File: src/rtl/branch_resolve_bht.sv
// ---------------------------------------------------------------------------
// branch_resolve_bht
//
// Branch resolution unit for the EX stage with a direct-mapped branch history
// table (BHT) of 2-bit saturating counters.
//
// EX side:
// - Evaluates the RV32/RV64 B-type condition.
// - Compares the outcome against the prediction carried down from fetch.
// - One cycle later, presents a registered resolve/mispredict/redirect to
//   fetch.
// - Trains the BHT entry on the same clock edge.
//
// Fetch side:
// - Reads the same table combinationally for its next prediction.
// - There is no bypass: a lookup that hits the entry being trained in the
//   same cycle sees the old counter value.
//
// Optional feature (macro BRANCH_STATS_EN):
// - Adds stats_clr, stat_branches and stat_mispred.
// - The two counters are 32-bit and saturating.
// - They count resolves and mispredicting resolves.
//
// Parameters:
//   XLEN         operand / PC width (32 or 64)
//   BHT_ENTRIES  table depth, power of two, >= 2
//   CNT_RST      counter value after reset (weakly not-taken)
//
// Ports:
//   clk, rst_n            clock (rising edge), asynchronous active-low reset
//   if_pc                 fetch PC used for the table lookup
//   if_pred_taken         prediction for if_pc (MSB of its counter)
//   ex_valid, ex_flush    EX slot valid / squashed by an older redirect
//   ex_is_b_type          EX instruction is a conditional branch
//   ex_funct3             branch condition select
//   ex_opr_a, ex_opr_b    rs1 / rs2 operand values
//   ex_pc, ex_target      branch PC and its taken target
//   ex_pred_taken         prediction made at fetch time for this branch
//   br_taken              combinational resolved outcome
//   res_valid             registered: a branch resolved last cycle
//   mispredict            registered: that branch was mispredicted
//   redirect_pc           registered: correct next PC for that branch
//   stats_clr             (BRANCH_STATS_EN) synchronous clear of statistics
//   stat_branches         (BRANCH_STATS_EN) resolved branch count
//   stat_mispred          (BRANCH_STATS_EN) mispredicted branch count
// ---------------------------------------------------------------------------
module branch_resolve_bht #(
    parameter int         XLEN        = 32,
    parameter int         BHT_ENTRIES = 64,
    parameter logic [1:0] CNT_RST     = 2'b01
) (
    input  logic            clk,
    input  logic            rst_n,
    input  logic [XLEN-1:0] if_pc,
    output logic            if_pred_taken,
    input  logic            ex_valid,
    input  logic            ex_flush,
    input  logic            ex_is_b_type,
    input  logic [2:0]      ex_funct3,
    input  logic [XLEN-1:0] ex_opr_a,
    input  logic [XLEN-1:0] ex_opr_b,
    input  logic [XLEN-1:0] ex_pc,
    input  logic [XLEN-1:0] ex_target,
    input  logic            ex_pred_taken,
    output logic            br_taken,
    output logic            res_valid,
    output logic            mispredict,
    output logic [XLEN-1:0] redirect_pc
`ifdef BRANCH_STATS_EN
    ,
    input  logic            stats_clr,
    output logic [31:0]     stat_branches,
    output logic [31:0]     stat_mispred
`endif
);

    localparam int IDX_W = $clog2(BHT_ENTRIES);

    logic [1:0]      bht_q [BHT_ENTRIES];
    logic [1:0]      bht_d [BHT_ENTRIES];
    logic [IDX_W-1:0] if_idx;
    logic [IDX_W-1:0] ex_idx;
    logic            cond_true;
    logic            legal_f3;
    logic            resolve;
    logic [1:0]      cur_cnt;
    logic [1:0]      next_cnt;
    logic            res_valid_q, res_valid_d;
    logic            mispredict_q, mispredict_d;
    logic [XLEN-1:0] redirect_pc_q, redirect_pc_d;
    logic            unused_pc_bits;

    // Word-aligned PCs: the two low bits never select an entry.
    assign if_idx = if_pc[IDX_W+1:2];
    assign ex_idx = ex_pc[IDX_W+1:2];
    assign unused_pc_bits = ^{if_pc[XLEN-1:IDX_W+2], if_pc[1:0]};

    assign if_pred_taken = bht_q[if_idx][1];

    // Condition evaluation.
    // funct3 010/011 are not branch encodings: they never resolve, so they
    // neither redirect nor train the table.
    always_comb begin
        cond_true = 1'b0;
        legal_f3  = 1'b1;
        case (ex_funct3)
            3'b000:  cond_true = (ex_opr_a == ex_opr_b);
            3'b001:  cond_true = (ex_opr_a != ex_opr_b);
            3'b100:  cond_true = ($signed(ex_opr_a) <  $signed(ex_opr_b));
            3'b101:  cond_true = ($signed(ex_opr_a) >= $signed(ex_opr_b));
            3'b110:  cond_true = (ex_opr_a <  ex_opr_b);
            3'b111:  cond_true = (ex_opr_a >= ex_opr_b);
            default: legal_f3  = 1'b0;
        endcase
    end

    assign resolve  = ex_valid & ~ex_flush & ex_is_b_type & legal_f3;
    assign br_taken = resolve & cond_true;

    // Next state for the result registers.
    // redirect_pc keeps its last value when nothing resolves.
    // The fall-through PC wraps naturally at the top of the address space.
    always_comb begin
        res_valid_d   = resolve;
        mispredict_d  = resolve & (br_taken != ex_pred_taken);
        redirect_pc_d = redirect_pc_q;
        if (resolve) begin
            redirect_pc_d = br_taken ? ex_target : (ex_pc + XLEN'(4));
        end
    end

    // Saturating counter training for the entry addressed by the EX branch.
    always_comb begin
        cur_cnt  = bht_q[ex_idx];
        next_cnt = cur_cnt;
        if (br_taken) begin
            if (cur_cnt != 2'b11) next_cnt = cur_cnt + 2'd1;
        end else begin
            if (cur_cnt != 2'b00) next_cnt = cur_cnt - 2'd1;
        end
        bht_d = bht_q;
        if (resolve) begin
            bht_d[ex_idx] = next_cnt;
        end
    end

    always_ff @(posedge clk or negedge rst_n) begin
        if (!rst_n) begin
            res_valid_q   <= 1'b0;
            mispredict_q  <= 1'b0;
            redirect_pc_q <= '0;
            for (int i = 0; i < BHT_ENTRIES; i++) begin
                bht_q[i] <= CNT_RST;
            end
        end else begin
            res_valid_q   <= res_valid_d;
            mispredict_q  <= mispredict_d;
            redirect_pc_q <= redirect_pc_d;
            for (int i = 0; i < BHT_ENTRIES; i++) begin
                bht_q[i] <= bht_d[i];
            end
        end
    end

    assign res_valid   = res_valid_q;
    assign mispredict  = mispredict_q;
    assign redirect_pc = redirect_pc_q;

`ifdef BRANCH_STATS_EN
    logic [31:0] stat_branches_q, stat_branches_d;
    logic [31:0] stat_mispred_q,  stat_mispred_d;

    // Clear takes priority over a same-cycle increment.
    // Both counters stick at all-ones.
    always_comb begin
        stat_branches_d = stat_branches_q;
        stat_mispred_d  = stat_mispred_q;
        if (stats_clr) begin
            stat_branches_d = '0;
            stat_mispred_d  = '0;
        end else begin
            if (resolve && stat_branches_q != 32'hFFFF_FFFF)
                stat_branches_d = stat_branches_q + 32'd1;
            if (mispredict_d && stat_mispred_q != 32'hFFFF_FFFF)
                stat_mispred_d = stat_mispred_q + 32'd1;
        end
    end

    always_ff @(posedge clk or negedge rst_n) begin
        if (!rst_n) begin
            stat_branches_q <= '0;
            stat_mispred_q  <= '0;
        end else begin
            stat_branches_q <= stat_branches_d;
            stat_mispred_q  <= stat_mispred_d;
        end
    end

    assign stat_branches = stat_branches_q;
    assign stat_mispred  = stat_mispred_q;
`endif

endmodule
File: config.mk
export PLATFORM = sky130hd
export DESIGN_NAME = branch_resolve_bht
export DESIGN_NICKNAME = d
export VERILOG_FILES = /design/src/rtl/branch_resolve_bht.sv
export SDC_FILE = /design/constraint.sdc
export NUM_CORES = 1
export LEC_CHECK = 0
export CAP_MARGIN = 20
export CORE_MARGIN = 1.5
export CORE_UTILIZATION = 35
export DETAILED_ROUTE_END_ITERATION = 10
export SLEW_MARGIN = 25
export SYNTH_ARGS = -nofsm -noshare
export SYNTH_HDL_FRONTEND = slang
export SYNTH_SLANG_ARGS = --single-unit
File: constraint.sdc
create_clock -name clk -period 3.1 [get_ports clk]
set_clock_uncertainty 0.05 [all_clocks]
set_input_delay 0.465 -clock clk [delete_from_list [all_inputs] [get_ports clk]]
set_output_delay 0.465 -clock clk [all_outputs]
set_load 0.02 [all_outputs]
Yosys cells after proc, flatten, opt, wreduce, memory -nomap -nowiden
Cells that the tools add are included.
W data, S select, Z words.
- muxes and demuxes: 15
- $lt $le $gt $ge: 7
- equality and inequality tests: 9
- add/subtract/negate cells: 3
- reductions and logical operators: 4
- bitwise gates (word level): 8
- operators with widths (cell ; number):
    $bwmux W128 ; 1
    $ge A32 B32 Y1 ; 2
    $lt A32 B32 Y1 ; 2
    $add A32 B3 Y32 const B ; 1
    $eq A32 B32 Y1 ; 1
    $mux W32 ; 1
    $ne A32 B32 Y1 ; 1
    $bmux W2 S6 ; 2
    $mux W2 ; 8
    $ge A7 B7 Y1 const B ; 2
    $not A6 Y7 ; 2
    $demux W2 S6 ; 1
    $eq A3 B3 Y1 const B ; 4
    $lt A7 B1 Y1 const B ; 1
    $pmux W1 S6 ; 1
    $reduce_or A6 Y1 ; 1
    $and A1 B1 Y1 ; 5
    $eq A3 B1 Y1 const B ; 1
    $logic_not A3 Y1 ; 1
    $add A2 B1 Y2 const B ; 1
    $ne A2 B2 Y1 const B ; 1
    $reduce_bool A2 Y1 ; 1
    $sub A2 B1 Y2 const B ; 1
    $logic_and A1 B1 Y1 ; 1
    3 further kinds ; 3
- bits in registers: 162

Depth between registers and ports, before layout
- word-level depth: 8
- gate-level depth with buffers: 13
- gate-level depth less buffers: 10

Worst setup path before layout
OpenSTA, ideal clock, no wires.
- kind: input to output
- from: in if_pc[2]
- to: out if_pred_taken
- required time: 2585 ps
- slack: -361 ps
- stages on the path: 5
- path buffers: 2
- arrival: 2946 ps
- cell sequence: clkbuf_1 buf_1 mux4_2 mux4_2 mux4_2
- longest elaborated chain between the ends: 4
- ends and longest elaborated chain (what ; line ; RTL):
    start: declaration ; 54 ; input logic [XLEN-1:0] if_pc,
    $not A6 Y7 (not written as such) ; 98 ; assign if_pred_taken = bht_q[if_idx][1];
    $bmux W2 S6 ; 98 ;
    $mux W2 (not written as such) (2 in series) ; 98 ;
    end: declaration ; 55 ; output logic if_pred_taken,
Every way passes these cells. The select of a mux whose other input is x is not followed.

Final worst setup path
- from: in ex_opr_a[5]
- to: out br_taken
- longest elaborated chain between the ends: 3
- elaborated cells on any way between the ends: 8
- those cells by class: 4 x order compare; 2 x eq/ne; 1 x mux; 1 x bitwise
- ends and longest elaborated chain (what ; line ; RTL):
    start: declaration ; 60 ; input logic [XLEN-1:0] ex_opr_a,
    $ge A32 B32 Y1 (tied with other cells) ; 112 ; 3'b111: cond_true = (ex_opr_a >= ex_opr_b);
    $pmux W1 S6 * ; 106 ; case (ex_funct3)
    $and A1 B1 Y1 * ; 118 ; assign br_taken = resolve & cond_true;
    end: declaration ; 65 ; output logic br_taken,
Every way passes the cells marked *; elsewhere a longest branch is shown, timed or not.

==> results.md <==
- CTS saw 162 sinks.
- The mapped netlist covers slightly above 10,000 um2.
- In this run the remaining antenna-violating nets after routing total 0.
- The top routing layer in use is met4.
- The level count of the clock H-tree is 4.
- The clock-pin slew on the worst setup and hold paths is around 60 ps.
- The class of the most critical hold timing path is flip-flop to flip-flop.
- The switching share of power is roughly 31%.
- The critical path class is input pin to primary output.
- The synthesized area per cell is between 9 and 10 um2.
- Entering global routing, the biggest net connects 58 pins.
- The number of global-route vias before repair is around 9.8k.
- Setup repair after global routing could not meet its margin everywhere.
- The data arrival time at the worst-slack endpoint is 2630 ps.
- In the post-route analysis, the smallest setup slack over all paths is -45.37 ps.
- The run finished, with violations left.
- At the pin with the least slew margin, the transition time is 576.8 ps.
- The first-pass GRT wire length is approximately 55,000 um.
- The post-route netlist has a little under a third of its cells at a drive strength greater than 1.
- For this block, the routed nets add up to 35,430 um of wire.
- The max-slew violation count is 0.
- Across the run, the number of max-cap violations was 0.
- The reported net switching power is around 0.0019 W.
- The total track usage is around 23%.
- The longest clock path from root to sink contains 2 buffers.
- In the final routing, the length of wire on met1 measures between 15,000 and 20,000 um.
- The routed length per instance is 20.44 um.
- The final non-filler cell area is between 10,000 and 15,000 um2.
- The iteration-0 DRC count of the detailed router is ~710.
- Row generation in the floorplan step produced 62 rows.
- The wire length on met3 is 3102 um.
- The remaining global-route overflow is 0.
- The power per standard cell area is around 420 nW/um2.
- The detailed route wirelength on metal2 is between 15,000 and 20,000 um.
- In this run, the clock network consumes a little over a third of the power.
- The multi-input combinational cells in the finished layout cover a total of 6051 um2.
- After synthesis, the share of flip-flops with an asynchronous set or reset is 100.0%.
- The floorplan step defined a die boundary enclosing between 30,000 and 40,000 um2.
- The proportion of synthesized chip area in sequential cells is between 40% and 50%.
- In the routed layout, each cell is associated on average with a via count of between 5 and 6.
- In this run the worst path has a maximum fanout of 4.
- Setup violations remaining at the end of the flow were counted as 3.
- The gate count after technology mapping is ~1.1k.
- STA puts the critical path data required time at 2580 ps.
- Internal power comes to 0.004148 W.
- The total DRC errors in the routed layout is 0.
- The routed design could run at a clock period as short as 3145 ps.
- The worst slack on hold paths is 415.8 ps.
- The net count of the finished layout is between 1.5k and 2k.
- Routability-driven placement finished with a final weighted congestion of approximately 0.87.
- After routing, the total negative slack on setup checks comes to -66.63 ps.
- Detailed placement ended at an HPWL of 24,170 um.
- Prior to clock tree synthesis, the placed netlist has a worst setup slack of -964.1 ps.
- After floorplanning, the core was sized to cover 28,630 um2.
- In this run, flip-flops and latches consume 38.4% of the power.
- The clock tree root buffer cell is sky130_fd_sc_hd__clkbuf_16.
- The part of the total power dissipated in combinational logic is between 20% and 30%.
- The initial antenna violation count is 1.
- Across the VDD grid, the largest voltage drop is between 0.0003 and 0.0004 V.
- The pre-antenna-repair detailed-routing pass consisted of 5 iterations.
- The die is roughly 170 um wide.
- The I/O pin total is 205.
- The detailed router placed 9,669 vias in this run.
- The leakage power of the design is slightly below 6 nW.
- The timing-limited maximum frequency is 317.9 MHz.
- In this run, synthesis inferred 0 flip-flops with an integrated enable.
- Among all flip-flop cells after synthesis, the most frequent one is sky130_fd_sc_hd__dfrtp_1.
- The final count of hold timing violations is 0.
- The final period utilization is 101.5%.
- The placed standard-cell area is between 10,000 and 15,000 um2.
- Yosys mapped the design onto 68 distinct sky130hd cell types.
- The clock insertion delay at the later pin of the skew report is between 400 and 500 ps.
- The port buffer count is 178.
- The final reports fail on negative setup slack.
- The die outline height is 173.3 um.
- The flip-flop and latch count after synthesis is ~160.
- The net count after synthesis is roughly 1.3k.
- STA classifies the critical path startpoint as an input pin.
- Relative to the synthesized area, the layout overhead comes to 41.98%.
- The type of element capturing the critical path is a primary output.
- The tightest slew margin relative to the limit is a little over 60%.
- The count of filler cells inserted in the layout is 2,593.
- The register area is ~4100 um2.
- The count of yosys warnings during synthesis is 0.
- TritonCTS built the clock tree.
- For this configuration, the core starts out at a cell density of between 30% and 40%.
- The power after layout is slightly above 0.006 W.
- The number of buffers created by CTS is 17.
what timing repair did:
item,in CTS,in global routing
endpoints found under the setup margin,138,130
setup buffers,12,7
gates resized for setup,173,106
pin swaps,35,30
hold buffers,1,0
endpoints found under the hold margin,29,0
cloned,2,4
cells in the mapped netlist, types with 8 or more instances:
cell type | count | area (um2)
sky130_fd_sc_hd__a21oi_1 | 57 | 285.3
sky130_fd_sc_hd__a221oi_1 | 9 | 78.83
sky130_fd_sc_hd__a22oi_1 | 11 | 82.58
sky130_fd_sc_hd__and3_1 | 12 | 75.07
sky130_fd_sc_hd__buf_2 | 22 | 110.1
sky130_fd_sc_hd__buf_4 | 10 | 75.07
sky130_fd_sc_hd__buf_6 | 9 | 101.4
sky130_fd_sc_hd__clkbuf_1 | 30 | 112.6
sky130_fd_sc_hd__dfrtp_1 | 98 | 2452
sky130_fd_sc_hd__dfstp_2 | 64 | 1682
sky130_fd_sc_hd__ha_1 | 33 | 412.9
sky130_fd_sc_hd__inv_1 | 43 | 161.4
sky130_fd_sc_hd__mux2_2 | 10 | 112.6
sky130_fd_sc_hd__mux2i_1 | 10 | 100.1
sky130_fd_sc_hd__mux4_2 | 30 | 675.7
sky130_fd_sc_hd__nand2_1 | 254 | 953.4
sky130_fd_sc_hd__nand3_1 | 20 | 100.1
sky130_fd_sc_hd__nand4_1 | 13 | 81.33
sky130_fd_sc_hd__nor2_1 | 19 | 71.32
sky130_fd_sc_hd__nor3_1 | 12 | 60.06
sky130_fd_sc_hd__o21ai_0 | 35 | 175.2
sky130_fd_sc_hd__o31ai_1 | 156 | 1171
sky130_fd_sc_hd__xnor2_1 | 19 | 166.4
sky130_fd_sc_hd__xor2_1 | 8 | 70.07
sequential cells by signal, summed over array words and instances (netlist names):
signal	count
mispredict	1
bht_q	128
res_valid	1
redirect_pc	32
logic make-up after synthesis:
family	Yosys count	share of synthesized area, %
and+or+nand+nor	369	16.37
AOI/OAI and AO/OA	317	21.97
xor gates and xnor gates	27	2.329
buffers and inverters	121	5.792
muxes	50	8.750
DFF	162	40.72
adders and majority gates	33	4.067
power groups by stage:
stage                     registers (W)  logic [W]  clock network [W]
after floorplan                 0.00246   0.000550                  0
after global placement          0.00235    0.00144                  0
after detailed placement        0.00235    0.00144                  0
after CTS                       0.00232    0.00150            0.00215
after global routing            0.00233    0.00171            0.00224
final                           0.00232    0.00159            0.00213
worst max-delay path, cell delays in order:
cell                            delay [ps]
sky130_fd_sc_hd__dlygate4sd2_1         270
sky130_fd_sc_hd__ha_4                  250
sky130_fd_sc_hd__nand4_1               210
sky130_fd_sc_hd__buf_4                 180
sky130_fd_sc_hd__o221ai_4              110
sky130_fd_sc_hd__o311ai_4              360
sky130_fd_sc_hd__buf_4                 180
sky130_fd_sc_hd__a21oi_2                70
sky130_fd_sc_hd__a211oi_4              200
sky130_fd_sc_hd__nand2_2               120
sky130_fd_sc_hd__nor2_4                110
sky130_fd_sc_hd__buf_6                 120
cells in the final DEF (no fill, tap or decap), drive strengths merged, types with 7 or more instances in the layout:
cell           Yosys  layout
a31oi              7       7
and3              12      12
clkdlybuf4s50      0     110
clkbuf            31      38
nor2              19      19
clkinv             1       7
a21oi             57      57
a221oi             9       9
clkdlybuf4s15      0      11
nand3             20      20
inv               43      46
nand2            254     254
nor3              14      14
mux2i             10      10
buf               46     154
ha                33      33
xor2               8       8
xnor2             19      19
dlygate4sd2        0      19
dfstp             64      64
o21ai             39      39
and2               7       7
mux2              10      10
a22oi             11      11
o31ai            156     156
nand4             13      13
mux4              30      30
dfrtp             98      98
path summary, 6_finish.rpt:
| check | from | endpoint | slack [ps] | cells after the start |
|---|---|---|---|---|
| worst max-delay path | ex_opr_a[5] | br_taken | -50 | 12 |
| worst min-delay path | bht_q[84] | bht_q[84] | 420 | 2 |
| worst max register to register | bht_q[79] | bht_q[14] | 110 | 9 |
| worst min register to register | bht_q[84] | bht_q[84] | 420 | 2 |
| max in group asynchronous | rst_n | bht_q[50] | 1700 | 3 |
| min in group asynchronous | rst_n | bht_q[105] | 520 | 2 |
cell type report:
cell class,count,share of cell area [%]
multi-input cells,796,41.98
well taps,384,3.333
clock inverters,12,0.8507
flip-flops and latches,162,28.68
repair buffers,314,20.74
diodes,1,0.01736
inverters,44,1.163
clock buffers,20,3.238
per-stage QoR:
step | utilization [%] | std cells
global route | 50.35 | 1732
global placement | 45.55 | 1674
floorplan | - | 1079
finish | 50.35 | 1733
detailed placement | 45.55 | 1674
CTS | 49.14 | 1721
routing by layer:
layer  up-vias  track usage, %
met5         -               0
li1       4494               -
met3        50           6.228
met2       432           36.86
met1      4693           30.78
met4         0           5.906
(Power assumes the default switching activity.)
